`config.mk`:
```
export PLATFORM = sky130hd
export DESIGN_NAME = mem_port_arbiter_flat
export DESIGN_NICKNAME = d
export VERILOG_FILES = /design/src/rtl/mem_port_arbiter_if.sv /design/src/rtl/mem_port_arbiter.sv /design/src/flat_wrapper.sv
export SDC_FILE = /design/constraint.sdc
export NUM_CORES = 1
export LEC_CHECK = 0
export CAP_MARGIN = 30
export CORE_MARGIN = 8
export CORE_UTILIZATION = 42
export DETAILED_ROUTE_END_ITERATION = 6
export PLACE_DENSITY = 0.81
export SYNTH_ARGS = -nofsm -noshare
export SYNTH_HDL_FRONTEND = slang
export SYNTH_SLANG_ARGS = --single-unit
```
`constraint.sdc`:
```
create_clock -name clk -period 2.7 [get_ports clk]
set_input_delay 0.27 -clock clk [delete_from_list [all_inputs] [get_ports clk]]
set_output_delay 0.27 -clock clk [all_outputs]
set_load 0.01 [all_outputs]
```
`src/rtl/mem_port_arbiter_if.sv`:
```
`default_nettype none
// ============================================================================
//  Module      : mem_port_arbiter_if
//  Description : Fetch, data and memory-bus signal bundle for mem_port_arbiter.
//  Revision    : 1.0 - initial release
// ============================================================================
interface mem_port_arbiter_if #(
    parameter int XLEN = 32
);
    logic            if_req_valid;
    logic [XLEN-1:0] if_addr;
    logic            if_req_ready;
    logic            if_flush;
    logic            if_rsp_valid;
    logic [XLEN-1:0] if_rdata;
    logic            if_rsp_err;

    logic            d_req_valid;
    logic            d_we;
    logic [XLEN-1:0] d_addr;
    logic [XLEN-1:0] d_wdata;
    logic [3:0]      d_wstrb;
    logic            d_req_ready;
    logic            d_rsp_valid;
    logic [XLEN-1:0] d_rdata;
    logic            d_rsp_err;

    logic            mem_req;
    logic            mem_we;
    logic [XLEN-1:0] mem_addr;
    logic [XLEN-1:0] mem_wdata;
    logic [3:0]      mem_wstrb;
    logic            mem_ack;
    logic [XLEN-1:0] mem_rdata;

    // Arbiter side.
    modport slave (
        input  if_req_valid, if_addr, if_flush,
        input  d_req_valid, d_we, d_addr, d_wdata, d_wstrb,
        input  mem_ack, mem_rdata,
        output if_req_ready, if_rsp_valid, if_rdata, if_rsp_err,
        output d_req_ready, d_rsp_valid, d_rdata, d_rsp_err,
        output mem_req, mem_we, mem_addr, mem_wdata, mem_wstrb
    );

    // Requester / memory side.
    modport master (
        output if_req_valid, if_addr, if_flush,
        output d_req_valid, d_we, d_addr, d_wdata, d_wstrb,
        output mem_ack, mem_rdata,
        input  if_req_ready, if_rsp_valid, if_rdata, if_rsp_err,
        input  d_req_ready, d_rsp_valid, d_rdata, d_rsp_err,
        input  mem_req, mem_we, mem_addr, mem_wdata, mem_wstrb
    );
endinterface
`default_nettype wire

```
`src/rtl/mem_port_arbiter.sv`:
```
`default_nettype none
// ============================================================================
//  Module      : mem_port_arbiter
//  Description : Shares one variable-latency memory port between fetch and
//                data requesters; data priority, fetch anti-starvation,
//                watchdog timeout and fetch squash on PC redirect.
//  Revision    : 1.0 - initial release
// ============================================================================
module mem_port_arbiter #(
    parameter int XLEN        = 32,
    parameter int STARVE_MAX  = 4,
    parameter int TIMEOUT_CYC = 64
) (
    input  wire logic           clk,
    input  wire logic           rst,
    mem_port_arbiter_if.slave   bus
);

    typedef enum logic [1:0] {
        S_IDLE   = 2'd0,
        S_BUSY_I = 2'd1,
        S_BUSY_D = 2'd2
    } state_t;

    localparam logic [3:0] c_STARVE_MAX = 4'(STARVE_MAX);
    localparam logic [7:0] c_TMO_LAST   = 8'(TIMEOUT_CYC - 1);

    state_t          r_state;
    state_t          w_state_nxt;
    logic [3:0]      r_starve;
    logic [7:0]      r_timer;
    logic            r_squash;

    logic            w_fetch_ok;
    logic            w_grant_i;
    logic            w_grant_d;
    logic            w_done;
    logic [XLEN-1:0] w_rsp_data;

    // Completion: ack has priority over the watchdog in the same cycle.
    always_comb begin
        w_state_nxt      = r_state;
        w_grant_i        = 1'b0;
        w_grant_d        = 1'b0;
        w_done           = 1'b0;
        w_fetch_ok       = bus.if_req_valid && !bus.if_flush;
        w_rsp_data       = bus.mem_ack ? bus.mem_rdata : '0;
        case (r_state)
            S_IDLE: begin
                if (w_fetch_ok && (!bus.d_req_valid || r_starve == c_STARVE_MAX)) begin
                    w_grant_i   = 1'b1;
                    w_state_nxt = S_BUSY_I;
                end else if (bus.d_req_valid) begin
                    w_grant_d   = 1'b1;
                    w_state_nxt = S_BUSY_D;
                end
            end
            S_BUSY_I, S_BUSY_D: begin
                if (bus.mem_ack || r_timer == c_TMO_LAST) begin
                    w_done      = 1'b1;
                    w_state_nxt = S_IDLE;
                end
            end
            default: w_state_nxt = S_IDLE;
        endcase
        bus.if_req_ready = w_grant_i;
        bus.d_req_ready  = w_grant_d;
    end

    always_ff @(posedge clk) begin
        if (rst) begin
            r_state          <= S_IDLE;
            r_starve         <= '0;
            r_timer          <= '0;
            r_squash         <= 1'b0;
            bus.mem_req      <= 1'b0;
            bus.mem_we       <= 1'b0;
            bus.mem_addr     <= '0;
            bus.mem_wdata    <= '0;
            bus.mem_wstrb    <= '0;
            bus.if_rsp_valid <= 1'b0;
            bus.if_rdata     <= '0;
            bus.if_rsp_err   <= 1'b0;
            bus.d_rsp_valid  <= 1'b0;
            bus.d_rdata      <= '0;
            bus.d_rsp_err    <= 1'b0;
        end else begin
            r_state          <= w_state_nxt;
            bus.if_rsp_valid <= 1'b0;
            bus.if_rsp_err   <= 1'b0;
            bus.d_rsp_valid  <= 1'b0;
            bus.d_rsp_err    <= 1'b0;

            if (w_grant_i) begin
                r_starve <= '0;
            end else if (w_grant_d && w_fetch_ok && r_starve != c_STARVE_MAX) begin
                r_starve <= r_starve + 4'd1;
            end

            if (w_grant_i || w_grant_d) begin
                bus.mem_req   <= 1'b1;
                bus.mem_we    <= w_grant_d && bus.d_we;
                bus.mem_addr  <= w_grant_d ? bus.d_addr : bus.if_addr;
                bus.mem_wdata <= w_grant_d ? bus.d_wdata : '0;
                bus.mem_wstrb <= (w_grant_d && bus.d_we) ? bus.d_wstrb : 4'h0;
                r_timer       <= '0;
                r_squash      <= 1'b0;
            end else if (w_done) begin
                bus.mem_req <= 1'b0;
                r_squash    <= 1'b0;
                if (r_state == S_BUSY_I) begin
                    // A redirect seen at any point of the fetch, including now, drops it.
                    if (!(r_squash || bus.if_flush)) begin
                        bus.if_rsp_valid <= 1'b1;
                        bus.if_rdata     <= w_rsp_data;
                        bus.if_rsp_err   <= !bus.mem_ack;
                    end
                end else begin
                    bus.d_rsp_valid <= 1'b1;
                    bus.d_rdata     <= bus.mem_we ? '0 : w_rsp_data;
                    bus.d_rsp_err   <= !bus.mem_ack;
                end
            end else if (r_state != S_IDLE) begin
                r_timer <= r_timer + 8'd1;
                if (r_state == S_BUSY_I && bus.if_flush) begin
                    r_squash <= 1'b1;
                end
            end
        end
    end

endmodule
`default_nettype wire

```
`src/flat_wrapper.sv`:
```
// flat-port wrapper written by rule: the top's interface ports become plain ports
module mem_port_arbiter_flat 
#(
    parameter int XLEN        = 32,
    parameter int STARVE_MAX  = 4,
    parameter int TIMEOUT_CYC = 64
)
  (clk, rst, bus_if_req_valid, bus_if_addr, bus_if_flush, bus_d_req_valid, bus_d_we, bus_d_addr, bus_d_wdata, bus_d_wstrb, bus_mem_ack, bus_mem_rdata, bus_if_req_ready, bus_if_rsp_valid, bus_if_rdata, bus_if_rsp_err, bus_d_req_ready, bus_d_rsp_valid, bus_d_rdata, bus_d_rsp_err, bus_mem_req, bus_mem_we, bus_mem_addr, bus_mem_wdata, bus_mem_wstrb);
  mem_port_arbiter_if #(.XLEN(XLEN)) bus_i ();
  input  wire logic clk;
  input  wire logic rst;
  input wire logic [$bits(bus_i.if_req_valid)-1:0] bus_if_req_valid;
  input wire logic [$bits(bus_i.if_addr)-1:0] bus_if_addr;
  input wire logic [$bits(bus_i.if_flush)-1:0] bus_if_flush;
  input wire logic [$bits(bus_i.d_req_valid)-1:0] bus_d_req_valid;
  input wire logic [$bits(bus_i.d_we)-1:0] bus_d_we;
  input wire logic [$bits(bus_i.d_addr)-1:0] bus_d_addr;
  input wire logic [$bits(bus_i.d_wdata)-1:0] bus_d_wdata;
  input wire logic [$bits(bus_i.d_wstrb)-1:0] bus_d_wstrb;
  input wire logic [$bits(bus_i.mem_ack)-1:0] bus_mem_ack;
  input wire logic [$bits(bus_i.mem_rdata)-1:0] bus_mem_rdata;
  output wire logic [$bits(bus_i.if_req_ready)-1:0] bus_if_req_ready;
  output wire logic [$bits(bus_i.if_rsp_valid)-1:0] bus_if_rsp_valid;
  output wire logic [$bits(bus_i.if_rdata)-1:0] bus_if_rdata;
  output wire logic [$bits(bus_i.if_rsp_err)-1:0] bus_if_rsp_err;
  output wire logic [$bits(bus_i.d_req_ready)-1:0] bus_d_req_ready;
  output wire logic [$bits(bus_i.d_rsp_valid)-1:0] bus_d_rsp_valid;
  output wire logic [$bits(bus_i.d_rdata)-1:0] bus_d_rdata;
  output wire logic [$bits(bus_i.d_rsp_err)-1:0] bus_d_rsp_err;
  output wire logic [$bits(bus_i.mem_req)-1:0] bus_mem_req;
  output wire logic [$bits(bus_i.mem_we)-1:0] bus_mem_we;
  output wire logic [$bits(bus_i.mem_addr)-1:0] bus_mem_addr;
  output wire logic [$bits(bus_i.mem_wdata)-1:0] bus_mem_wdata;
  output wire logic [$bits(bus_i.mem_wstrb)-1:0] bus_mem_wstrb;
  assign bus_i.if_req_valid = bus_if_req_valid;
  assign bus_i.if_addr = bus_if_addr;
  assign bus_i.if_flush = bus_if_flush;
  assign bus_i.d_req_valid = bus_d_req_valid;
  assign bus_i.d_we = bus_d_we;
  assign bus_i.d_addr = bus_d_addr;
  assign bus_i.d_wdata = bus_d_wdata;
  assign bus_i.d_wstrb = bus_d_wstrb;
  assign bus_i.mem_ack = bus_mem_ack;
  assign bus_i.mem_rdata = bus_mem_rdata;
  assign bus_if_req_ready = bus_i.if_req_ready;
  assign bus_if_rsp_valid = bus_i.if_rsp_valid;
  assign bus_if_rdata = bus_i.if_rdata;
  assign bus_if_rsp_err = bus_i.if_rsp_err;
  assign bus_d_req_ready = bus_i.d_req_ready;
  assign bus_d_rsp_valid = bus_i.d_rsp_valid;
  assign bus_d_rdata = bus_i.d_rdata;
  assign bus_d_rsp_err = bus_i.d_rsp_err;
  assign bus_mem_req = bus_i.mem_req;
  assign bus_mem_we = bus_i.mem_we;
  assign bus_mem_addr = bus_i.mem_addr;
  assign bus_mem_wdata = bus_i.mem_wdata;
  assign bus_mem_wstrb = bus_i.mem_wstrb;
  mem_port_arbiter #(.XLEN(XLEN), .STARVE_MAX(STARVE_MAX), .TIMEOUT_CYC(TIMEOUT_CYC)) u_core (.clk(clk), .rst(rst), .bus(bus_i));
endmodule
```
==> Word level (Yosys, flattened, before mapping) <==
Cells that the tools add are included.
{ "classes": {"eq_ne": 7, "reduce_logical": 29, "bitwise_logic": 4, "n_mux": 20, "n_addsub": 2} }
{ "ops": {"columns": ["op", "n"], "rows": [
  ["2-to-1 mux 32 bit", 4],
  ["2-to-1 mux 1 bit", 11],
  ["adder 8 x 1 -> 8 bit, second input constant", 1],
  ["== test 8 x 6 -> 1 bit, second input constant", 1],
  ["OR reduction 4 bit", 2],
  ["logical AND 1 bit", 6],
  ["2-to-1 mux 2 bit", 3],
  ["AND reduction 2 bit", 3],
  ["OR reduction 2 bit", 3],
  ["OR reduction 3 bit", 2],
  ["OR reduction 5 bit", 1],
  ["adder 4 x 1 -> 4 bit, second input constant", 1],
  ["== test 4 x 3 -> 1 bit, second input constant", 1],
  ["logical OR 1 bit", 4],
  ["2-to-1 mux 4 bit", 1],
  ["inequality test 4 x 3 -> 1 bit, second input constant", 1],
  ["NOT 1 bit", 4],
  ["one-hot mux 2 bit (2 select lines)", 1],
  ["AND reduction 4 bit", 1],
  ["nonzero test 2 bit", 2],
  ["zero test 1 bit", 3],
  ["inequality test 3 x 2 -> 1 bit, second input constant", 1],
  ["AND reduction 3 bit", 1],
  ["== test 2 x 1 -> 1 bit, second input constant", 1],
  ["3 further kinds", 3]
]} }
{ "word_totals": {"inputBits": 139, "out_inout_bits": 140, "wordCells": 77, "ff_bits": 153} }

==> Longest topological paths before layout <==
Gate-level depths: netlist of run 1.
{ "logic_depth": {"ltp_word": 8, "ltp_mapped": 8, "depth_no_buf": 7} }

==> Least setup slack after synthesis of run 1 <==
No wires, ideal clock.
{ "synth_path": {"kind": "reg-to-reg", "from": "register u_core.r_state[0]", "to": "register u_core.bus.d_rdata[0]", "arrival_ns": 1.852, "n_path_buf": 2, "required_ns": 2.628, "synth_period_minus_slack_ns": 1.924, "slack_ns": 0.776, "stages_incl_launch_ff": 9, "cell_sequence": "dfxtp_1 -> inv_1 -> ha_1 -> nand4_1 -> o21a_1 -> clkbuf_1 -> nor3_4 -> buf_4 -> mux2i_1"} }
{ "synth_between": {"elab_chain_len": 5, "elab_cells_between_ends": 11, "classes_between": "2 x eq/ne; 3 x mux; 2 x bitwise; 4 x reduce/logical"} }
{ "synth_rtl": {"columns": ["item", "line", "text"], "rows": [
  ["start, declared", "mem_port_arbiter.sv:28", "state_t r_state;"],
  ["start signal, assigned", "mem_port_arbiter.sv:88", "r_state <= w_state_nxt;"],
  ["parallel branches: the longest is 4 deep, another holds == test 2 bit", null, null],
  ["AND reduction 3 bit (no line) *", null, null],
  ["end signal, assigned", "mem_port_arbiter.sv:120", "bus.d_rdata <= bus.mem_we ? '0 : w_rsp_data;"],
  ["end, declared", "mem_port_arbiter_if.sv:42", "output d_req_ready, d_rsp_valid, d_rdata, d_rsp_err,"]
]} }
Mark *: on every way between the ends.
A chain may end at the register's enable or synchronous reset.

==> Final worst setup path of run 1 <==
{ "layout_path": {"from": "register u_core.r_starve[0]", "to": "output port bus_d_req_ready"} }
{ "layout_between": {"elab_chain_len": 5} }
{ "layout_rtl": {"columns": ["item", "line", "text"], "rows": [
  ["start, declared", "mem_port_arbiter.sv:30", "logic [3:0] r_starve;"],
  ["start signal, assigned", "mem_port_arbiter.sv:97", "r_starve <= r_starve + 4'd1;"],
  ["== test 4 x 3 -> 1 bit", "mem_port_arbiter.sv:50", "if (w_fetch_ok && (!bus.d_req_valid || r_starve == c_STARVE_MAX)) begin"],
  ["logical OR 1 bit", "mem_port_arbiter.sv:50", null],
  ["logical AND 1 bit", "mem_port_arbiter.sv:50", null],
  ["2-to-1 mux 1 bit", "mem_port_arbiter.sv:50", null],
  ["2-to-1 mux 1 bit", "mem_port_arbiter.sv:48", "case (r_state)"],
  ["end, declared", "flat_wrapper.sv:26", "output wire logic [$bits(bus_i.d_req_ready)-1:0] bus_d_req_ready;"]
]} }
No other way between the ends.

==> results.json, run 1 <==
{
  "met3_usage": 0.0643,
  "use_met1": 0.249,
  "clock-sinks": 153,
  "drv_slew": 0,
  "hold_viol": 0,
  "syn_to_final_growth_pct": 57.9,
  "critPathSlowestCell": "clkdlybuf4s50_1",
  "hold_start": "rst",
  "p_comb_frac": 0.163,
  "hold_path.class": "in2reg",
  "critical_path_required_ns": 2.43,
  "hold_buffers": 0,
  "fin_skew_ns": 0.00807,
  "critical_path.top_delay_family": "buffers and inverters",
  "r2r-end": "u_core.bus.if_rdata[27]$_SDFFE_PP0P_",
  "power_density_nw_per_um2": 603,
  "power.switching_w": 0.00145,
  "placed_area_um2": 8980,
  "drt-pass1-iter-count": 5,
  "max_stage_delay_ns": 0.55,
  "critical_path_arrival_ns": 2.10,
  "path_class": "reg2out",
  "start_kind": "flop",
  "finalSetupViolCount": 0,
  "drc_errors": 0,
  "power_frac_clock": 0.417,
  "drt-initial-drc-count": 386,
  "fin_setup_tns_ns": 0,
  "holdPathStages": 4,
  "die_h_um": 136,
  "fmax_mhz": 422,
  "r2r_setup_slack_ns": 0.45,
  "synth-edff-count": 0,
  "chipWidth_um": 136,
  "vdd_drop_max_uv": 421,
  "finalInstanceArea_um2": 9580,
  "place_inst": 1028,
  "instances_no_fill": 1061,
  "path_clk_slew_ns": 0.06,
  "grt.busiest_layer": "met2",
  "use_met2": 0.362,
  "wire_per_inst_um": 19.8,
  "rsz0062_at_grt": "false",
  "critical_path_peak_fanout": 4,
  "io_pins": 279,
  "rows": 44,
  "syn_nets": 748,
  "syn_area_um2": 6070,
  "routed_wl_um": 21000,
  "grt_pass1_vias": 5641,
  "ant_nets": 0,
  "fin_nets": 1007,
  "critPathBufInv": 3,
  "async_flop_share": 0,
  "post_cts_resized": 0,
  "htree_levels": 4,
  "viasPerCell": 5.34,
  "outcome": "completed",
  "grt_pass1_wl_um": 31500,
  "fin_crit_ns": 2.37,
  "syn_inst": 604,
  "ys_seq_area_frac": 0.505,
  "path_cells": "inv_1 -> ha_1 -> and3b_1 -> a21o_2 -> inv_1 -> clkdlybuf4s50_1",
  "core_um2": 14300,
  "p_int_w": 0.00433,
  "ys_warn_count": 0,
  "start_util": 0.424,
  "antenna_found_initial": 1,
  "numPortBuffers": 278,
  "seqPwrFrac": 0.420,
  "utilization": 0.669,
  "cts-root-buf": "clkbuf_16",
  "switching_share": 0.251,
  "vias": 5670,
  "grt_overflow": 0,
  "post-dp-hpwl_um": 15200,
  "rr_worst_depth": 7,
  "fin_crit_sh": 0.878,
  "holdPathEnd": "u_core.bus.d_rdata[0]$_SDFFE_PP0P_",
  "insertion_delay_ns": 0.42,
  "end_kind": "output pin",
  "slew_headroom": 0.534,
  "numCtsBuffers": 17,
  "clockBufferDepth": 2,
  "drv_cap": 0,
  "place.gp.congestion": 0.812,
  "grtUsageTotal": 0.219,
  "synth.distinct_cells": 43,
  "die-area_um2": 18500,
  "tritoncts": "yes",
  "p_leak_nw": 3.50,
  "cts_setup_buffers": 0,
  "syn_avg_cell_area_um2": 10.0,
  "r2r_start": "u_core.r_state[0]$_SDFFE_PP0P_",
  "cp_common_cell": "inv_1",
  "grt_max_degree": 69,
  "worst_pin_slew_ns": 0.696,
  "ys_seq_elements": 153,
  "drive_gt1_frac": 0.0651,
  "holdWs_ns": 0.382,
  "ys.flop_type": "dfxtp_1"
}
[synthesized netlist by cell type, drive strengths merged (4+ instances only)]
cell type / instances / area, um2
nand3: 8 / 40.0
nor2: 11 / 41.3
a21oi: 9 / 45.0
mux2i: 67 / 671
nand2: 104 / 390
o31ai: 28 / 210
clkbuf: 37 / 139
or3: 6 / 37.5
a32o: 4 / 40.0
dfxtp: 153 / 3060
buf: 17 / 109
nor3: 8 / 51.3
inv: 9 / 33.8
ha: 5 / 62.6
o311ai: 32 / 280
o2bb2ai: 32 / 280
a22o: 32 / 280
o21ai: 12 / 60.1
[tightest hold or removal path: cells and delay by family]
family,cells,cell delay (ns)
buffers and inverters,2,0.29
and+or+nand+nor,1,0.13
muxes,1,0.05
[cells in the final DEF (no fill, tap or decap), types with 4 or more instances in the layout]
cell / count
a21oi_1: 9
a22o_1: 32
a32o_1: 4
buf_4: 15
clkbuf_16: 17
clkdlybuf4s50_1: 277
clkinv_4: 4
dfxtp_1: 153
ha_1: 5
inv_1: 8
mux2i_1: 67
nand2_1: 104
nand3_1: 8
nor2_1: 9
nor3_1: 6
o21ai_0: 7
o21ai_1: 5
o2bb2ai_1: 32
o311ai_0: 28
o311ai_1: 4
o31ai_1: 28
or3_1: 6
[metrics by stage]
stage          setup slack, ns  total power (W)
2_1_floorplan            0.776          0.00287
3_3_place_gp             0.447          0.00340
3_5_place_dp             0.390          0.00341
4_1_cts                  0.306          0.00583
5_1_grt                  0.188          0.00599
6_report                 0.329          0.00578
[logic make-up (layout without fill, tap and decap cells)]
| logic type | Yosys count | in the layout | synth area share |
|---|---|---|---|
| XOR/XNOR | 2 | 2 | 0.00289 |
| other | 0 | 1 | 0 |
| flip-flops | 153 | 153 | 0.505 |
| AO/OA/AOI/OAI | 157 | 157 | 0.207 |
| AND/OR/NAND/NOR | 155 | 155 | 0.114 |
| adder cells (fa/ha/maj) | 5 | 5 | 0.0103 |
| buffers and inverters | 63 | 335 | 0.0464 |
| multiplexers | 69 | 69 | 0.114 |
[per-layer routing]
layer / up-vias / part of all wire / wire (um)
li1: 2752 / - / -
met1: 2683 / 0.39 / 8200
met2: 187 / 0.51 / 10600
met3: 48 / 0.061 / 1270
met4: 0 / 0.041 / 869
met5: - / 0 / 0
[worst max path at each step]
stage,endpoint,startpoint,cells after the start
after floorplan,u_core.bus.d_rdata[0]$_SDFFE_PP0P_,u_core.r_state[0]$_SDFFE_PP0P_,8
after global placement,u_core.bus.if_rdata[3]$_SDFFE_PP0P_,bus_if_req_valid,6
after detailed placement,u_core.bus.if_rdata[0]$_SDFFE_PP0P_,bus_if_req_valid,6
after CTS,bus_d_req_ready,u_core.r_starve[0]$_SDFFE_PP0P_,6
after global routing,bus_if_req_ready,u_core.r_state[1]$_SDFFE_PP0P_,5
final,bus_d_req_ready,u_core.r_starve[0]$_SDFFE_PP0P_,6
[final cells by class]
cell class	count	area, um2
inverter	9	33.8
clock buffer	18	429
fill	1137	4730
timing repair buffer	294	2910
sequential	153	3060
multi-input combinational	388	2740
tap	184	230
antenna	1	2.50
clock inverter	14	173
[registers in the layout, indices dropped and copies added, names as in the netlist]
signal,count
u_core.bus.mem_wstrb,4
u_core.bus.if_rsp_valid,1
u_core.bus.d_rdata,32
u_core.bus.if_rdata,32
u_core.r_timer,8
u_core.r_state,2
u_core.bus.mem_we,1
u_core.r_starve,4
u_core.bus.d_rsp_valid,1
u_core.bus.d_rsp_err,1
u_core.r_squash,1
u_core.bus.mem_wdata,32
u_core.bus.mem_addr,32
u_core.bus.mem_req,1
u_core.bus.if_rsp_err,1
[power by group through the flow]
stage	clock network [W]	logic (W)	registers (W)
after floorplan	0	0.000351	0.00252
after global placement	0	0.000933	0.00247
after detailed placement	0	0.000941	0.00247
after CTS	0.00246	0.000946	0.00242
after global routing	0.00255	0.000999	0.00244
final	0.00241	0.000939	0.00243
No activity file was read; power rests on OpenSTA's default activity.
==> run 2, diff against run 1 <==
Settings changed: CORE_MARGIN 8 to 1.
==> run 2 against run 1 <==
Net effect:
- utilization grew 2.2 points
- clock-buffer cell count grew 2
- sequential cell count is the same
- die area shrank 20%
- setup slack lost 0.051 ns
- via count grew 2.4%
- total power grew 5.3%
- routed wire length shrank 4.9%
- combinational power is essentially flat
- sequential share of layout area shrank 0.29 points
- non-clock buffer count grew 1
- largest power group is now the clock network
==> results.json, run 2 (synthesis results as in run 1) <==
{
  "finalSetupViolCount": 0,
  "clock-sinks": 153,
  "hold_path.class": "in2reg",
  "clockBufferDepth": 2,
  "drt-pass1-iter-count": 5,
  "drive_gt1_frac": 0.0661,
  "outcome": "completed",
  "post-dp-hpwl_um": 14000,
  "critPathBufInv": 3,
  "fin_crit_ns": 2.42,
  "drc_errors": 0,
  "critical_path_depth": 6,
  "critPathSlowestCell": "clkdlybuf4s50_1",
  "insertion_delay_ns": 0.43,
  "viasPerCell": 5.49,
  "chipWidth_um": 122,
  "fmax_mhz": 413,
  "mostFrequentLayoutCells": "clkdlybuf4s50_1 (277), dfxtp_1 (153), nand2_1 (104)",
  "place_ws_ns": 0.327,
  "critical_path_required_ns": 2.43,
  "regArea_um2": 3060,
  "path_class": "reg2out",
  "numPortBuffers": 278,
  "grtUsageTotal": 0.266,
  "syn_to_final_growth_pct": 59.4,
  "critical_path.top_delay_family": "buffers and inverters",
  "critical_path_arrival_ns": 2.15,
  "grt_pass1_vias": 5854,
  "grt_overflow": 0,
  "rows": 43,
  "max_stage_delay_ns": 0.55,
  "hold_buffers": 0,
  "layout_commonest_cell": "clkdlybuf4s50_1",
  "slew_headroom": 0.509,
  "diodes": 0,
  "multiInputGateArea_um2": 2740,
  "core_um2": 14000,
  "htree_levels": 4,
  "rr_worst_depth": 7,
  "antenna_found_initial": 0,
  "tritoncts": "yes",
  "power_density_nw_per_um2": 629,
  "start_util": 0.434,
  "post_cts_resized": 0,
  "fillers": 1055,
  "critical_path_peak_fanout": 3,
  "hold_viol": 0,
  "cts_setup_buffers": 0,
  "path_cells": "inv_1 -> ha_1 -> and3b_1 -> a21o_2 -> inv_1 -> clkdlybuf4s50_1",
  "vias": 5806,
  "grt_max_degree": 48,
  "p_leak_nw": 3.55,
  "die-area_um2": 14900,
  "fin_setup_tns_ns": 0,
  "die_h_um": 122,
  "cts-root-buf": "clkbuf_16",
  "fin_nets": 1008,
  "path_clk_slew_ns": 0.06,
  "drv_cap": 0,
  "routed_wl_um": 19900,
  "io_pins": 279,
  "numCtsBuffers": 17,
  "vdd_drop_max_uv": 484,
  "start_kind": "flop",
  "place.gp.congestion": 0.849,
  "setup_ws_ns": 0.278,
  "holdPathStages": 2,
  "fin_crit_sh": 0.897,
  "drv_slew": 0,
  "grt_pass1_wl_um": 30600,
  "ant_nets": 0,
  "drt-initial-drc-count": 463,
  "cp_common_cell": "inv_1",
  "rsz0062_at_grt": "false",
  "fin_skew_ns": 0.0115,
  "wire_per_inst_um": 18.9,
  "end_kind": "output pin",
  "worst_pin_slew_ns": 0.736
}
run 2: cell types whose count changed in the layout (fill, tap and decap cells not counted):
| cell | before | now |
|---|---|---|
| bufinv_16 | 3 | 6 |
| clkinvlp_4 | 2 | 1 |
| clkbuf_8 | 0 | 2 |
| inv_6 | 2 | 0 |
| clkinv_4 | 4 | 2 |
| buf_12 | 1 | 2 |
| diode_2 | 1 | 0 |
run 2: cell type report:
cell class              count  share of cell area
flip-flops and latches    153               0.317
repair buffers            295               0.303
multi-input cells         388               0.283
clock buffers              20              0.0472
well taps                 180              0.0233
clock inverters            12              0.0228
inverters                   9             0.00349
run 2: power breakdown:
group	switching, W	internal [W]	total [W]
clock	0.000931	0.00178	0.00271
combinational	0.000433	0.000509	0.000942
sequential	0.0000643	0.00237	0.00243
total	0.00143	0.00466	0.00608
run 2: routing by layer:
layer,vias to the layer above,global-route usage,share of wire
li1,2747,-,-
met1,2806,0.306,0.40
met2,217,0.459,0.52
met3,36,0.0712,0.061
met4,0,0.119,0.024
met5,-,0,0
run 2: path summary, 6_finish.rpt:
path | endpoint | slack [ns] | startpoint
hold / removal | u_core.r_starve[3]$_SDFFE_PP0P_ | 0.15 | rst
setup reg to reg | u_core.bus.if_rdata[12]$_SDFFE_PP0P_ | 0.32 | u_core.r_state[0]$_SDFFE_PP0P_
setup / recovery | bus_d_req_ready | 0.28 | u_core.r_starve[0]$_SDFFE_PP0P_
hold reg to reg | u_core.bus.d_rdata[18]$_SDFFE_PP0P_ | 0.46 | u_core.bus.d_rdata[18]$_SDFFE_PP0P_
run 2: metrics by stage:
| stage | std cells | total power [W] | hold slack (ns) | area [um2] | util |
|---|---|---|---|---|---|
| 2_1_floorplan | 604 | 0.00287 | 0.403 | 6070 | - |
| 3_3_place_gp | 1025 | 0.00338 | 0.443 | 8990 | 0.643 |
| 4_1_cts | 1057 | 0.00613 | 0.111 | 9670 | 0.691 |
| 5_1_grt | 1057 | 0.00629 | 0.148 | 9670 | 0.691 |
| 6_report | 1057 | 0.00608 | 0.145 | 9670 | 0.691 |
| 3_5_place_dp | 1025 | 0.00341 | 0.448 | 8990 | 0.643 |
==> run 3, diff against run 2 <==
Settings changed: ABC_CLOCK_PERIOD_IN_PS from default to 2700.
==> results of run 3 <==
Final layout, timing and power as in run 2 (identical DEF).
